## config.mk

```make
export PLATFORM = sky130hd
export DESIGN_NAME = instruction_fetch_stage
export DESIGN_NICKNAME = d
export VERILOG_FILES = /design/src/rtl/instruction_fetch_stage.sv
export SDC_FILE = /design/constraint.sdc
export NUM_CORES = 1
export LEC_CHECK = 0
export BUFFER_PORTS_ARGS = -buffer_cell sky130_fd_sc_hd__buf_2
export CORE_MARGIN = 3
export CORE_UTILIZATION = 54
export CTS_BUF_LIST = sky130_fd_sc_hd__clkbuf_8
export DETAILED_ROUTE_END_ITERATION = 7
export MAX_ROUTING_LAYER = met4
export PLACE_DENSITY = 0.83
export SYNTH_ARGS = -nofsm -noshare
export SYNTH_HDL_FRONTEND = slang
export SYNTH_SLANG_ARGS = --single-unit
```

## constraint.sdc

```tcl
create_clock -name Clk -period 7.3 [get_ports Clk]
set_input_delay 0.365 -clock Clk [delete_from_list [all_inputs] [get_ports Clk]]
set_output_delay 0.365 -clock Clk [all_outputs]
set_load 0.05 [all_outputs]
```

## src/rtl/instruction_fetch_stage.sv

```systemverilog
// Fetch stage: proposes the next PC and buffers {PC, instruction} pairs in a
// small FIFO toward decode. A taken branch redirects the PC and flushes the queue.
module instruction_fetch_stage #(
    parameter int DEPTH = 2,
    parameter int CNT_W = 2
) (
    input  logic             Clk,
    input  logic             Reset,
    input  logic [31:0]      PCResult,
    input  logic [31:0]      Instruction,
    input  logic             BranchTaken,
    input  logic [31:0]      BranchTarget,
    input  logic             DecodeReady,
    output logic [31:0]      Address,
    output logic             IF_Valid,
    output logic [31:0]      IF_Instruction,
    output logic [31:0]      IF_PC,
    output logic [31:0]      IF_PCPlus4,
    output logic [CNT_W-1:0] QueueCount,
    output logic [31:0]      StallCycles
);

    localparam int PTR_W = (DEPTH > 1) ? $clog2(DEPTH) : 1;
    localparam logic [CNT_W-1:0] FULL_CNT = CNT_W'(DEPTH);

    logic [31:0]      pc_mem_q    [DEPTH];
    logic [31:0]      instr_mem_q [DEPTH];
    logic [PTR_W-1:0] wptr_q, wptr_d;
    logic [PTR_W-1:0] rptr_q, rptr_d;
    logic [CNT_W-1:0] count_q, count_d;
    logic [31:0]      stall_q, stall_d;
    logic             if_valid;
    logic             enq;
    logic             deq;

    // Enqueue looks only at the registered count so DecodeReady never feeds Address.
    assign if_valid = (count_q != '0);
    assign enq      = !Reset && !BranchTaken && (count_q < FULL_CNT);
    assign deq      = if_valid && DecodeReady && !BranchTaken;

    always_comb begin
        Address = PCResult;
        if (Reset) begin
            Address = 32'h0000_0000;
        end else if (BranchTaken) begin
            Address = BranchTarget & 32'hFFFF_FFFC;
        end else if (enq) begin
            Address = PCResult + 32'd4;
        end
    end

    always_comb begin
        wptr_d  = wptr_q;
        rptr_d  = rptr_q;
        count_d = count_q;
        if (BranchTaken) begin
            wptr_d  = '0;
            rptr_d  = '0;
            count_d = '0;
        end else begin
            if (enq) begin
                wptr_d = wptr_q + 1'b1;
            end
            if (deq) begin
                rptr_d = rptr_q + 1'b1;
            end
            if (enq && !deq) begin
                count_d = count_q + 1'b1;
            end else if (!enq && deq) begin
                count_d = count_q - 1'b1;
            end
        end
    end

    always_comb begin
        stall_d = stall_q;
        if (if_valid && !DecodeReady && (stall_q != 32'hFFFF_FFFF)) begin
            stall_d = stall_q + 32'd1;
        end
    end

    always_ff @(posedge Clk) begin
        if (Reset) begin
            wptr_q  <= '0;
            rptr_q  <= '0;
            count_q <= '0;
            stall_q <= '0;
        end else begin
            wptr_q  <= wptr_d;
            rptr_q  <= rptr_d;
            count_q <= count_d;
            stall_q <= stall_d;
        end
    end

    always_ff @(posedge Clk) begin
        if (enq) begin
            pc_mem_q[wptr_q]    <= PCResult;
            instr_mem_q[wptr_q] <= Instruction;
        end
    end

    assign IF_Valid       = if_valid;
    assign IF_PC          = if_valid ? pc_mem_q[rptr_q] : 32'h0;
    assign IF_Instruction = if_valid ? instr_mem_q[rptr_q] : 32'h0;
    assign IF_PCPlus4     = if_valid ? (pc_mem_q[rptr_q] + 32'd4) : 32'h0;
    assign QueueCount     = count_q;
    assign StallCycles    = stall_q;

endmodule

```

==> flow_results.org <==
** Floorplan
- Initial Utilization :: 56.5%
- During I/O placement, the number of pins put on the boundary was 263.
- Cell row count :: 45
- The region available for standard cell placement spans 0.0155 mm^2.
- The die is 134 um tall.
- The die covers 0.0178 mm^2.
- In this run the horizontal extent of the chip is 134 um.

** CTS
- Clock-pin slew was measured on the worst setup and hold paths at 0.10 ns.
- Cell at the root of the clock tree :: sky130_fd_sc_hd__clkbuf_8
- Number of hold buffers added after CTS :: 0
- CTS tree :: yes
- Insertion delay of the later-clocked pin in the worst-skew pair :: 0.46 ns
- CTS-repair resized insts :: 0
- CTS H-tree lvls :: 4
- Maximum buffer depth of the clock tree :: 2
- The tree built by TritonCTS fans out to 165 sinks.
- Buffer count from post-CTS setup fixing :: 0
- Buffers inserted during clock tree synthesis total 17.

** Power
- In this run the static leakage power is 4.17 nW.
- Max rail drop VDD :: 99.3 uV
- For this design the ratio of total power to cell area is 197 mW/mm^2.

** Setup path
- Cells along the critical path :: buf_4 -> mux2_2 -> ha_1 -> and2_1 -> and4_1 -> nor4b_1 -> mux2_2 -> buf_2
- The cell that appears most often on the critical path is sky130_fd_sc_hd__mux2_2.
- Critical path data arrival time :: 4.13 ns
- Data required time of the worst path :: 6.93 ns
- In this run the critical register-to-register path is launched from StallCycles[0].
- Together, buffers and inverters on the worst path number 2.
- Crit path max fanout :: 64
- On the critical path, the stage with the largest delay is an instance of sky130_fd_sc_hd__dfxtp_4.
- Across all register-to-register paths, the minimum setup slack is 4.41 ns.
- Slowest Stage Delay on Critical Path :: 0.76 ns
- Worst-case reg-to-reg path depth :: 6
- The worst setup path is launched from a register.
- Reg2reg end :: StallCycles[24]
- Critical path type :: reg -> out
- On the critical path the largest part of the delay comes from simple AND/OR/NAND/NOR gates.
- CP Capture Type :: output port
- The critical path runs through a total of 8 cells.
- In this run the worst setup path terminates at IF_PCPlus4[26].

** Worst hold path
- Worst Min Path Start :: Instruction[22]
- The path class of the tightest hold or removal check is in -> reg.

** Placement
- Summing all placed instances gives a cell area of 0.0102 mm^2.
- Last weighted congestion value of the routability-driven placer :: 0.868
- Placed instance count :: 1275
- The count of buffers added on input and output ports is 260.
- Once detailed placement completed, the half-perimeter wirelength came to 16.7 mm.

** Synth
- Post-synthesis average cell area :: 10.3 um^2
- Synthesis warning total :: 0
- After technology mapping, the gate count stands at 850.
- Count of distinct cell types in the synthesized netlist :: 53
- The top cell type by area accounts for 43.8% of the synthesized area.
- Synth Flop Type :: sky130_fd_sc_hd__edfxtp_1
- Yosys attributes the largest share of cell area to sky130_fd_sc_hd__edfxtp_1, sky130_fd_sc_hd__dfxtp_1, sky130_fd_sc_hd__mux2i_1.
- Summed over all instances, the cell type with the most area after synthesis is sky130_fd_sc_hd__edfxtp_1.
- Seq cells post-synth :: 165
- Summing the sequential cell areas from Yosys gives 52.2% of the chip area.
- Total nets after synthesis :: 954
- Number of enable-type register cells in the synthesized netlist :: 128
- Summing every instance area after synthesis gives 0.00878 mm^2.
- Share of async-settable or async-resettable flops after synthesis :: 0%

** Run status
- Result of the run :: completed

** GRT
- Pin count of the biggest net entering global routing :: 77
- The via count of the first global-routing pass is 6918.
- The first global-routing pass estimated 35.8 mm of wire.
- After global routing the overflow that remains totals 0.
- Initial antenna violation count :: 1
- For this run, the total global-route usage over all layers was measured as 25.9%.

** Cells and area
- Of the cells placed in the final design, the portion with a size suffix greater than 1 is 29.3%.
- At the end of the flow, the number of nets in the layout was 1187.
- Summing all non-filler instances in the final layout gives an area of 0.0106 mm^2.
- Filler cells :: 1227
- Layout overhead on the synthesized area :: 20.6%
- Non-filler instance count after layout :: 1308

** STA
- Final setup TNS :: 0 ns
- Worst clock skew :: 0.0112 ns
- The worst pin sits at a relative slew slack of 14.7%.
- The max-slew violation count was 0.
- The final hold violation count is 0.
- The worst path uses 61.6% of the clock period.
- For this run, the top clock speed supported by timing is 223 MHz.
- The worst path in the final design needs a cycle of 4.49 ns, including I/O delays and setup.
- At the pin with the least slew margin, the transition time is 1.27 ns.
- Setup violations remaining at the end of the flow were counted as 0.
- Setup repair after global routing missed its margin :: false
- Worst hold slack :: 0.0867 ns

** Detailed routing
- Detailed Route Iter0 Violations :: 611
- Dividing the detail-routed via count by the number of cells gives 5.70.
- WL final :: 23.1 mm
- Residual DRC count :: 0
- Dividing the detail-routed wire length by the instance count gives 17.6 um.
- The detailed router placed 7460 vias in this run.
- For this run, the detailed router's first-pass iteration total came to 5.
- The count of nets left with antenna violations once routing finished came out at 0.

** Run
- Across the run, the number of max-cap violations was 0.
logic make-up after synthesis:
kind of cell / synth area share [%]
compound gates: 10.1
buf+inv: 4.20
mux: 8.37
simple gates: 20.2
fa+ha+maj: 0.570
flops: 52.2
xor+xnor: 4.29
layout by cell type, fill, tap and decap left out, types with 20 or more instances in the layout:
| cell type | synthesis | routed |
|---|---|---|
| sky130_fd_sc_hd__a21oi_1 | 54 | 54 |
| sky130_fd_sc_hd__buf_2 | 13 | 260 |
| sky130_fd_sc_hd__nand4_1 | 25 | 25 |
| sky130_fd_sc_hd__xor2_1 | 28 | 28 |
| sky130_fd_sc_hd__o21ai_0 | 27 | 27 |
| sky130_fd_sc_hd__o21a_1 | 20 | 20 |
| sky130_fd_sc_hd__mux2i_1 | 61 | 61 |
| sky130_fd_sc_hd__edfxtp_1 | 128 | 128 |
| sky130_fd_sc_hd__nor2_1 | 101 | 100 |
| sky130_fd_sc_hd__inv_1 | 33 | 33 |
| sky130_fd_sc_hd__nand3_1 | 33 | 33 |
| sky130_fd_sc_hd__nand2_1 | 51 | 51 |
| sky130_fd_sc_hd__dfxtp_1 | 37 | 36 |
Yosys cell counts (8+ instances only):
cell / n
sky130_fd_sc_hd__nand3b_1: 8
sky130_fd_sc_hd__nor3_1: 20
sky130_fd_sc_hd__mux2i_1: 61
sky130_fd_sc_hd__or4_1: 14
sky130_fd_sc_hd__clkbuf_1: 30
sky130_fd_sc_hd__nor2_1: 101
sky130_fd_sc_hd__nor4_1: 17
sky130_fd_sc_hd__dfxtp_1: 37
sky130_fd_sc_hd__a21oi_1: 54
sky130_fd_sc_hd__buf_2: 13
sky130_fd_sc_hd__nand2_1: 51
sky130_fd_sc_hd__and2_1: 15
sky130_fd_sc_hd__nand4_1: 25
sky130_fd_sc_hd__xor2_1: 28
sky130_fd_sc_hd__and4_1: 8
sky130_fd_sc_hd__o21ai_0: 27
sky130_fd_sc_hd__xnor2_1: 15
sky130_fd_sc_hd__inv_1: 33
sky130_fd_sc_hd__o21a_1: 20
sky130_fd_sc_hd__o31ai_1: 18
sky130_fd_sc_hd__edfxtp_1: 128
sky130_fd_sc_hd__nand3_1: 33
sky130_fd_sc_hd__nor2b_1: 12
sky130_fd_sc_hd__mux2_2: 10
sky130_fd_sc_hd__or3_1: 16
worst min-delay path by stage:
| stage | depth (start not counted) | slack, ns | end |
|---|---|---|---|
| 2_1_floorplan | 0 | 0.46 | instr_mem_q[0][0] |
| 3_3_place_gp | 2 | 0.47 | StallCycles[23] |
| 3_5_place_dp | 2 | 0.49 | StallCycles[23] |
| 4_1_cts | 1 | 0.07 | instr_mem_q[0][22] |
| 5_1_grt | 1 | 0.06 | instr_mem_q[0][17] |
| 6_report | 1 | 0.09 | instr_mem_q[0][22] |
per-stage QoR:
step                total power [mW]  setup slack (ns)  util (%)
floorplan                       1.33              1.55         -
global placement                1.43              3.36      65.4
detailed placement              1.43              3.31      65.4
CTS                             2.10              2.78      68.1
global route                    2.16              2.55      68.1
finish                          2.09              2.81      68.1
final cells by class:
class	instances	area (um^2)	share of cell area (%)
tap	211	264	2.49
antenna	1	2.50	0.0236
clock buffer	17	234	2.21
inverter	33	124	1.17
clock inverter	15	180	1.70
timing repair buffer	267	1350	12.8
multi-input combinational	599	3840	36.3
sequential	165	4590	43.3
sequential cells by signal (all words and copies together) (netlist names), named ones only:
register / flops
StallCycles: 32
instr_mem_q: 64
wptr_q: 1
rptr_q: 1
QueueCount: 2
pc_mem_q: 64
layer usage:
| layer | GRT usage (%) | vias up | part of all wire, % | routed length [um] |
|---|---|---|---|---|
| met2 | 41.8 | 336 | 49 | 11200 |
| li1 | - | 3599 | - | - |
| met5 | - | - | 0 | 0 |
| met3 | 6.19 | 36 | 9.2 | 2120 |
| met1 | 33.1 | 3489 | 41 | 9400 |
| met4 | 7.03 | 0 | 1.4 | 315 |
where the power goes:
part	internal, mW	switching [mW]	leakage, nW	total (mW)
clock	0.291	0.383	0.208	0.674
combinational	0.0928	0.268	2.49	0.361
sequential	1.04	0.0135	1.47	1.05
(Power assumes the default switching activity.)
